==> config.mk <==
export PLATFORM = sky130hd
export DESIGN_NAME = ntt_radix_out_fifo
export DESIGN_NICKNAME = d
export VERILOG_FILES = /design/src/rtl/ntt_radix_out_fifo.sv
export SDC_FILE = /design/constraint.sdc
export NUM_CORES = 2
export LEC_CHECK = 0
export BUFFER_PORTS_ARGS = -buffer_cell sky130_fd_sc_hd__buf_2
export CORE_MARGIN = 4
export CORE_UTILIZATION = 54
export DETAILED_ROUTE_END_ITERATION = 8
export GPL_TIMING_DRIVEN = 0
export HOLD_SLACK_MARGIN = 0.03
export PLACE_DENSITY_LB_ADDON = 0.15
export SLEW_MARGIN = 20
export SYNTH_ARGS = -nofsm -noshare
export SYNTH_HDL_FRONTEND = slang
export SYNTH_MEMORY_MAX_BITS = 65536
export SYNTH_SLANG_ARGS = --single-unit
export TNS_END_PERCENT = 20
==> constraint.sdc <==
create_clock -name clk -period 47.9 [get_ports clk]
set_clock_uncertainty 0.1 [all_clocks]
set_input_delay 9.58 -clock clk [delete_from_list [all_inputs] [get_ports clk]]
set_output_delay 9.58 -clock clk [all_outputs]
set_load 0.005 [all_outputs]
==> src/rtl/ntt_radix_out_fifo.sv <==
// Output buffer behind the NTT radix stage: one R-coefficient word plus side data per slot.
// Words become visible one cycle after the push. When full with no pop, an incoming word is dropped and a sticky overflow flag is set.
module ntt_radix_out_fifo #(
    parameter int R         = 8,
    parameter int OP_W      = 64,
    parameter int SIDE_W    = 8,
    parameter int DEPTH     = 8,
    parameter int AF_MARGIN = 4
) (
    input  logic                                   clk,
    input  logic                                   a_rst_n,
    input  logic                                   in_avail,
    input  logic [R-1:0][OP_W-1:0]                 in_data,
    input  logic [((SIDE_W > 0) ? SIDE_W : 1)-1:0] in_side,
    output logic                                   out_vld,
    input  logic                                   out_rdy,
    output logic [R-1:0][OP_W-1:0]                 out_data,
    output logic [((SIDE_W > 0) ? SIDE_W : 1)-1:0] out_side,
    output logic                                   almost_full,
    output logic [$clog2(DEPTH):0]                 count,
    output logic                                   overflow
);

    localparam int DW = R * OP_W;
    // With SIDE_W=0 the one-bit side path is still carried through; it has no meaning.
    localparam int SW = (SIDE_W > 0) ? SIDE_W : 1;
    localparam int AW = $clog2(DEPTH);
    localparam int CW = AW + 1;
    localparam logic [CW-1:0] FULL_LVL = CW'(DEPTH);
    localparam logic [CW-1:0] AF_LVL   = CW'(DEPTH - AF_MARGIN);

    logic [DW+SW-1:0] r_mem [DEPTH];
    logic [AW-1:0]    r_wptr;
    logic [AW-1:0]    r_rptr;
    logic [CW-1:0]    r_count;
    logic             r_af;
    logic             r_ovf;

    logic             w_full;
    logic             w_pop;
    logic             w_push;
    logic             w_drop;
    logic [CW-1:0]    w_count_next;
    logic [DW+SW-1:0] w_head;

    assign w_full = (r_count == FULL_LVL);
    assign w_pop  = (r_count != '0) && out_rdy;
    // A word arriving while full is still accepted when the head leaves in the same cycle.
    assign w_push = in_avail && (!w_full || w_pop);
    assign w_drop = in_avail && w_full && !w_pop;

    always_comb begin
        w_count_next = r_count;
        case ({w_push, w_pop})
            2'b10:   w_count_next = r_count + 1'b1;
            2'b01:   w_count_next = r_count - 1'b1;
            default: w_count_next = r_count;
        endcase
    end

    always_ff @(posedge clk or negedge a_rst_n) begin
        if (!a_rst_n) begin
            r_wptr  <= '0;
            r_rptr  <= '0;
            r_count <= '0;
            r_af    <= 1'b0;
            r_ovf   <= 1'b0;
        end else begin
            if (w_push) r_wptr <= r_wptr + 1'b1;
            if (w_pop)  r_rptr <= r_rptr + 1'b1;
            r_count <= w_count_next;
            r_af    <= (w_count_next >= AF_LVL);
            if (w_drop) r_ovf <= 1'b1;
        end
    end

    // Storage is deliberately left out of reset.
    always_ff @(posedge clk) begin
        if (w_push) r_mem[r_wptr] <= {in_data, in_side};
    end

    assign w_head      = r_mem[r_rptr];
    assign out_data    = w_head[DW+SW-1:SW];
    assign out_side    = w_head[SW-1:0];
    assign out_vld     = (r_count != '0);
    assign count       = r_count;
    assign almost_full = r_af;
    assign overflow    = r_ovf;

endmodule

* Word level (Yosys, flattened, before mapping)
Memory sizes are Yosys's and may differ from the RTL's.
Cells that the tools add are included.
** Word-level totals
- Flip-flop bits (word level) :: 12
- Bits in writable memories :: 4160
- Bits of input ports :: 524
- Output and inout bits :: 527
- Memories :: 1
** Memories
- r_mem :: words 8, bits a word 520, rd ports 1, clocked after memory_dff 0, wr ports 1, RTL line 32 : logic [DW+SW-1:0] r_mem [DEPTH];
** Operators by class
- Add/subtract/negate cells :: 4
- $lt $le $gt $ge :: 1
- Equality and inequality tests :: 3
- Multiplexer cells :: 3
- Reduce and logical (&&, ||, !) cells :: 8
** Operators with widths (count)
- one-hot mux 4 bit (2 select lines) :: 1
- adder 3 x 1 -> 3 bit, second input constant :: 2
- adder 4 x 1 -> 4 bit, second input constant :: 1
- equality test 4 bit, second input constant :: 1
- >= comparator 4 x 3 -> 1 bit, second input constant :: 1
- logical AND 1 bit :: 4
- nonzero test 4 bit :: 1
- subtractor 4 x 1 -> 4 bit, second input constant :: 1
- equality test 2 x 1 -> 1 bit, second input constant :: 1
- equality test 2 bit, second input constant :: 1
- zero test 1 bit :: 2
- 2-to-1 mux 1 bit :: 2
- logical OR 1 bit :: 1

* Longest topological paths before layout
- Depth in word-level cells :: 7
- Mapped depth :: 11
- Depth with buffers taken out :: 11

* Least setup slack after synthesis
No wires, ideal clock.
- Path kind :: in2reg
- From :: input out_rdy
- To :: memory r_mem[0][0] (netlist name) (enable)
- Library setup time :: 2.674 ns
- Arrival time :: 58.558 ns
- Required time :: 45.126 ns
- Slack :: -13.432 ns
- Stages on the path :: 3
- Buffers on the path :: 0
- Path through :: nand2b_1 o21ai_2 nor4_1
** On the way
- Word-level cells in the longest chain between the ends :: 5
** RTL lines
- start: declaration :: RTL line 16 : input logic out_rdy,
- logical AND 1 bit :: RTL line 47 : assign w_pop = (r_count != '0) && out_rdy;
- logical OR 1 bit :: RTL line 49 : assign w_push = in_avail && (!w_full || w_pop);
- logical AND 1 bit :: RTL line 49
- 2-to-1 mux 1 bit :: RTL line 79 : if (w_push) r_mem[r_wptr] <= {in_data, in_side};
- 2-to-1 mux 1 bit (not written as such) :: RTL line 79
- end: declaration :: RTL line 32
No other way between the ends.

==> results.txt <==
The flow ran to the end, and the final reports show no timing, DRC or antenna violations. The post-detailed-route DRC marker count came out at 0. The final-report hold violation count came out at 0.

The leakage power is 61.5 nW. The cell at the slowest stage of the critical path is sky130_fd_sc_hd__clkbuf_1. The number of warning messages in the yosys log came out at 0. Once the clock tree was built, the setup fixing pass inserted 0 buffers. The power density over the cells is 62.1 nW/um2. The detail-routed via count per cell is 5.95. The clock-pin slew on the worst setup and hold paths is 0.06 ns. The setup path with the least slack is of type reg2out. The via count of the first global-routing pass was 75400.

STA classifies the critical path endpoint as a primary output. The floorplan has 197 rows. The post-placement cell count is 11400.

The count of input and output buffers is 1050. The final weighted congestion in routability-driven placement came out at 0.761. The count of endpoints failing setup in the final report is 0.

The post-synthesis instance area is 157000 um2. The startpoint type of the worst setup path is a flip-flop. The antenna violation net count after detailed routing came out at 0. The number of enable flip-flop cells after synthesis came out at 4160. The post-synthesis register bit count came out at 4172. In this run the mean area of a mapped cell was 25.8 um2. The half-perimeter wire length of the detailed placement result came out at 263000 um. The headroom to the max-slew limit came out at 0.244. The pin count of the biggest net entering global routing is 21. The share of synthesized flip-flops with an asynchronous set or reset came out at 0.00288.

The longest clock path from root to sink contains 4 buffers. In this run the clock root is driven by a sky130_fd_sc_hd__clkbuf_16. The area fraction of the dominant cell type after synthesis is 0.798. The final-stage net count is 8588. The most numerous cell type found on the critical path is sky130_fd_sc_hd__buf_2. The number of antenna violations at the first check in global routing came out at 217. The max-slew violation total from the final report is 0. Synthesis produced 6077 cells. The total design power is 11.5 mW. At the later pin of the worst-skew pair, clock insertion delay measures 0.93 ns. The TritonCTS clock tree is yes. The clock period minus final worst setup slack is 13.92 ns. In this run the horizontal extent of the chip is 546 um. VDD sags by at most 40.3 uV. The aggregate routed wire length is 379000 um. The upper clock frequency limit came out at 0.0718 GHz.

The detailed-route wire length per cell came out at 30.8 um. Registers take 125000 um2. The via total after detailed routing is 73200. The transition time at the pin with the least slew margin came out at 1.13 ns. The core region is 288000 um2.

The worst hold path belongs to the class reg2reg. The layout overhead on the synthesized area is 18.8%. In the global route stage, overall resource usage came out at 0.253.

The boundary pin count is 1051. The H-tree was split into 5 levels. At the worst endpoint, the required time is 38.22 ns. After filler insertion, the fill cell instance count of the layout stands at 18900. The worst register-to-register path ends at r_mem[4][287]. The origin of the worst min-delay path is overflow. The part of the cycle the worst path needs is 0.291. Walking the worst path, the cells encountered are buf_2 -> buf_2 -> clkbuf_1 -> buf_2 -> mux4_2 -> mux2_2 -> buf_2. The setup check on the worst reg-to-reg path leaves a slack of 43.09 ns. The proportion of layout cells with a drive suffix above 1 came out at 0.462. For the final routed database, the setup TNS stands at 0 ns. The first-pass iteration count of the detailed router came out at 5.

The largest stage delay on the critical path came out at 0.89 ns. The largest fanout on the critical path came out at 11. The total global routing overflow is 0. For hold timing, the worst endpoint is overflow. Setup repair after global routing left no endpoint under its margin.

The largest total area in the synthesized netlist belongs to sky130_fd_sc_hd__edfxtp_1. The post-layout instance count excluding filler cells is 12300. The number of cells traversed by the worst register-to-register path came out at 16. The most used flip-flop cell after synthesis is sky130_fd_sc_hd__edfxtp_1. Leaving out fill and tap cells, the most frequent cell in the layout is sky130_fd_sc_hd__edfxtp_1. The die area came out at 299000 um2. The number of clock sinks is 4172. The fraction of the yosys area taken by sequential cells came out at 0.800.

The arrival time reported for the critical path endpoint came out at 4.24 ns. Hold repair after CTS inserted 0 buffers. The net count after synthesis is 6606. The effective utilization at floorplan is 0.543. The total of max-cap violations is 0.

Along the worst hold path, the cell count comes to 1. The height of the die came out at 546 um. Yosys attributes the largest share of cell area to sky130_fd_sc_hd__edfxtp_1, sky130_fd_sc_hd__mux4_2, sky130_fd_sc_hd__mux2_2. The total CTS buffers came out at 416. Summing all multi-input logic gate instances after layout gives 29700 um2.

The wire length of the first global-routing pass is 545000 um. The first routing iteration left 7104 violations. The distinct cell type count after synthesis came out at 30.

In the layout the commonest cells are sky130_fd_sc_hd__edfxtp_1, sky130_fd_sc_hd__buf_2, sky130_fd_sc_hd__mux4_2. The number of gates given a new drive strength after cts is 0.
==> flip-flops by register name, summed over array words and instances (netlist names), named ones only <==
register	flops
r_rptr	3
r_mem	4160
almost_full	1
r_wptr	3
overflow	1
count	3
==> through the flow <==
step / instance area [um2] / worst slack, ns / utilization / hold slack [ns]
floorplan: 157000 / 0.658 / - / 0.351
global placement: 167000 / -39.16 / 0.577 / 0.342
detailed placement: 173000 / 33.85 / 0.599 / 0.341
CTS: 186000 / 33.75 / 0.644 / 0.355
global route: 186000 / 33.81 / 0.644 / 0.380
finish: 186000 / 33.98 / 0.645 / 0.353
==> where the power goes <==
part / total (mW) / leakage (nW) / internal [mW] / switching [mW]
logic: 3.79 / 17.3 / 1.76 / 2.03
registers: 4.67 / 37.9 / 4.57 / 0.0991
clock network: 3.08 / 6.33 / 1.75 / 1.33
==> logic make-up after synthesis <==
| family | Yosys count | share of synthesized area |
|---|---|---|
| adders and majority gates | 5 | 0.000400 |
| xor gates and xnor gates | 7 | 0.000392 |
| muxes | 1563 | 0.187 |
| DFF | 4172 | 0.800 |
| buffers and inverters | 295 | 0.0106 |
| and+or+nand+nor | 28 | 0.00105 |
| AOI/OAI and AO/OA | 7 | 0.000320 |
==> cell usage after synthesis, types with 2 or more instances <==
cell	instances
sky130_fd_sc_hd__a21o_1	2
sky130_fd_sc_hd__a21oi_1	2
sky130_fd_sc_hd__and3_1	2
sky130_fd_sc_hd__buf_2	105
sky130_fd_sc_hd__buf_6	55
sky130_fd_sc_hd__clkbuf_1	129
sky130_fd_sc_hd__dfrtp_1	12
sky130_fd_sc_hd__edfxtp_1	4160
sky130_fd_sc_hd__ha_1	5
sky130_fd_sc_hd__inv_1	5
sky130_fd_sc_hd__mux2_2	523
sky130_fd_sc_hd__mux4_2	1040
sky130_fd_sc_hd__nand2_1	2
sky130_fd_sc_hd__nand2b_1	4
sky130_fd_sc_hd__nor2_1	5
sky130_fd_sc_hd__nor3_1	5
sky130_fd_sc_hd__or2_2	3
sky130_fd_sc_hd__xnor2_1	6
==> layout make-up <==
type                            instances  share of cell area
Timing Repair Buffer                 1564              0.0608
Sequential cell                      4172               0.673
Clock buffer                          529              0.0592
Clock inverter                        232              0.0106
Buffer                                290             0.00890
Tap cell                             3781              0.0254
Antenna cell                          125             0.00168
Inverter                                5            0.000101
Multi-Input combinational cell       1610               0.160
==> how the worst max path moves through the flow <==
stage / to / slack (ns) / startpoint
2_1_floorplan: r_mem[2][0] / 0.66 / out_rdy
3_3_place_gp: r_mem[4][252] / -39.16 / out_rdy
3_5_place_dp: r_mem[4][283] / 33.85 / out_rdy
4_1_cts: out_data[34] / 33.75 / r_rptr[1]
5_1_grt: out_data[48] / 33.81 / r_rptr[1]
6_report: out_data[34] / 33.98 / r_rptr[1]
==> critical path, delay by kind of cell (launching register included) <==
family,cells,cell delay (ns)
mux,2,0.68
flops,1,0.34
buf+inv,5,2.26
==> layer usage <==
layer,up-vias,part of all wire,GRT usage,wire (um)
li1,30500,-,-,-
met1,39000,0.38,0.338,145000
met2,2816,0.48,0.393,182000
met4,94,0.044,0.106,16800
met5,-,0.0016,0,598
met3,756,0.093,0.0737,35200
No activity file was read; power rests on OpenSTA's default activity.
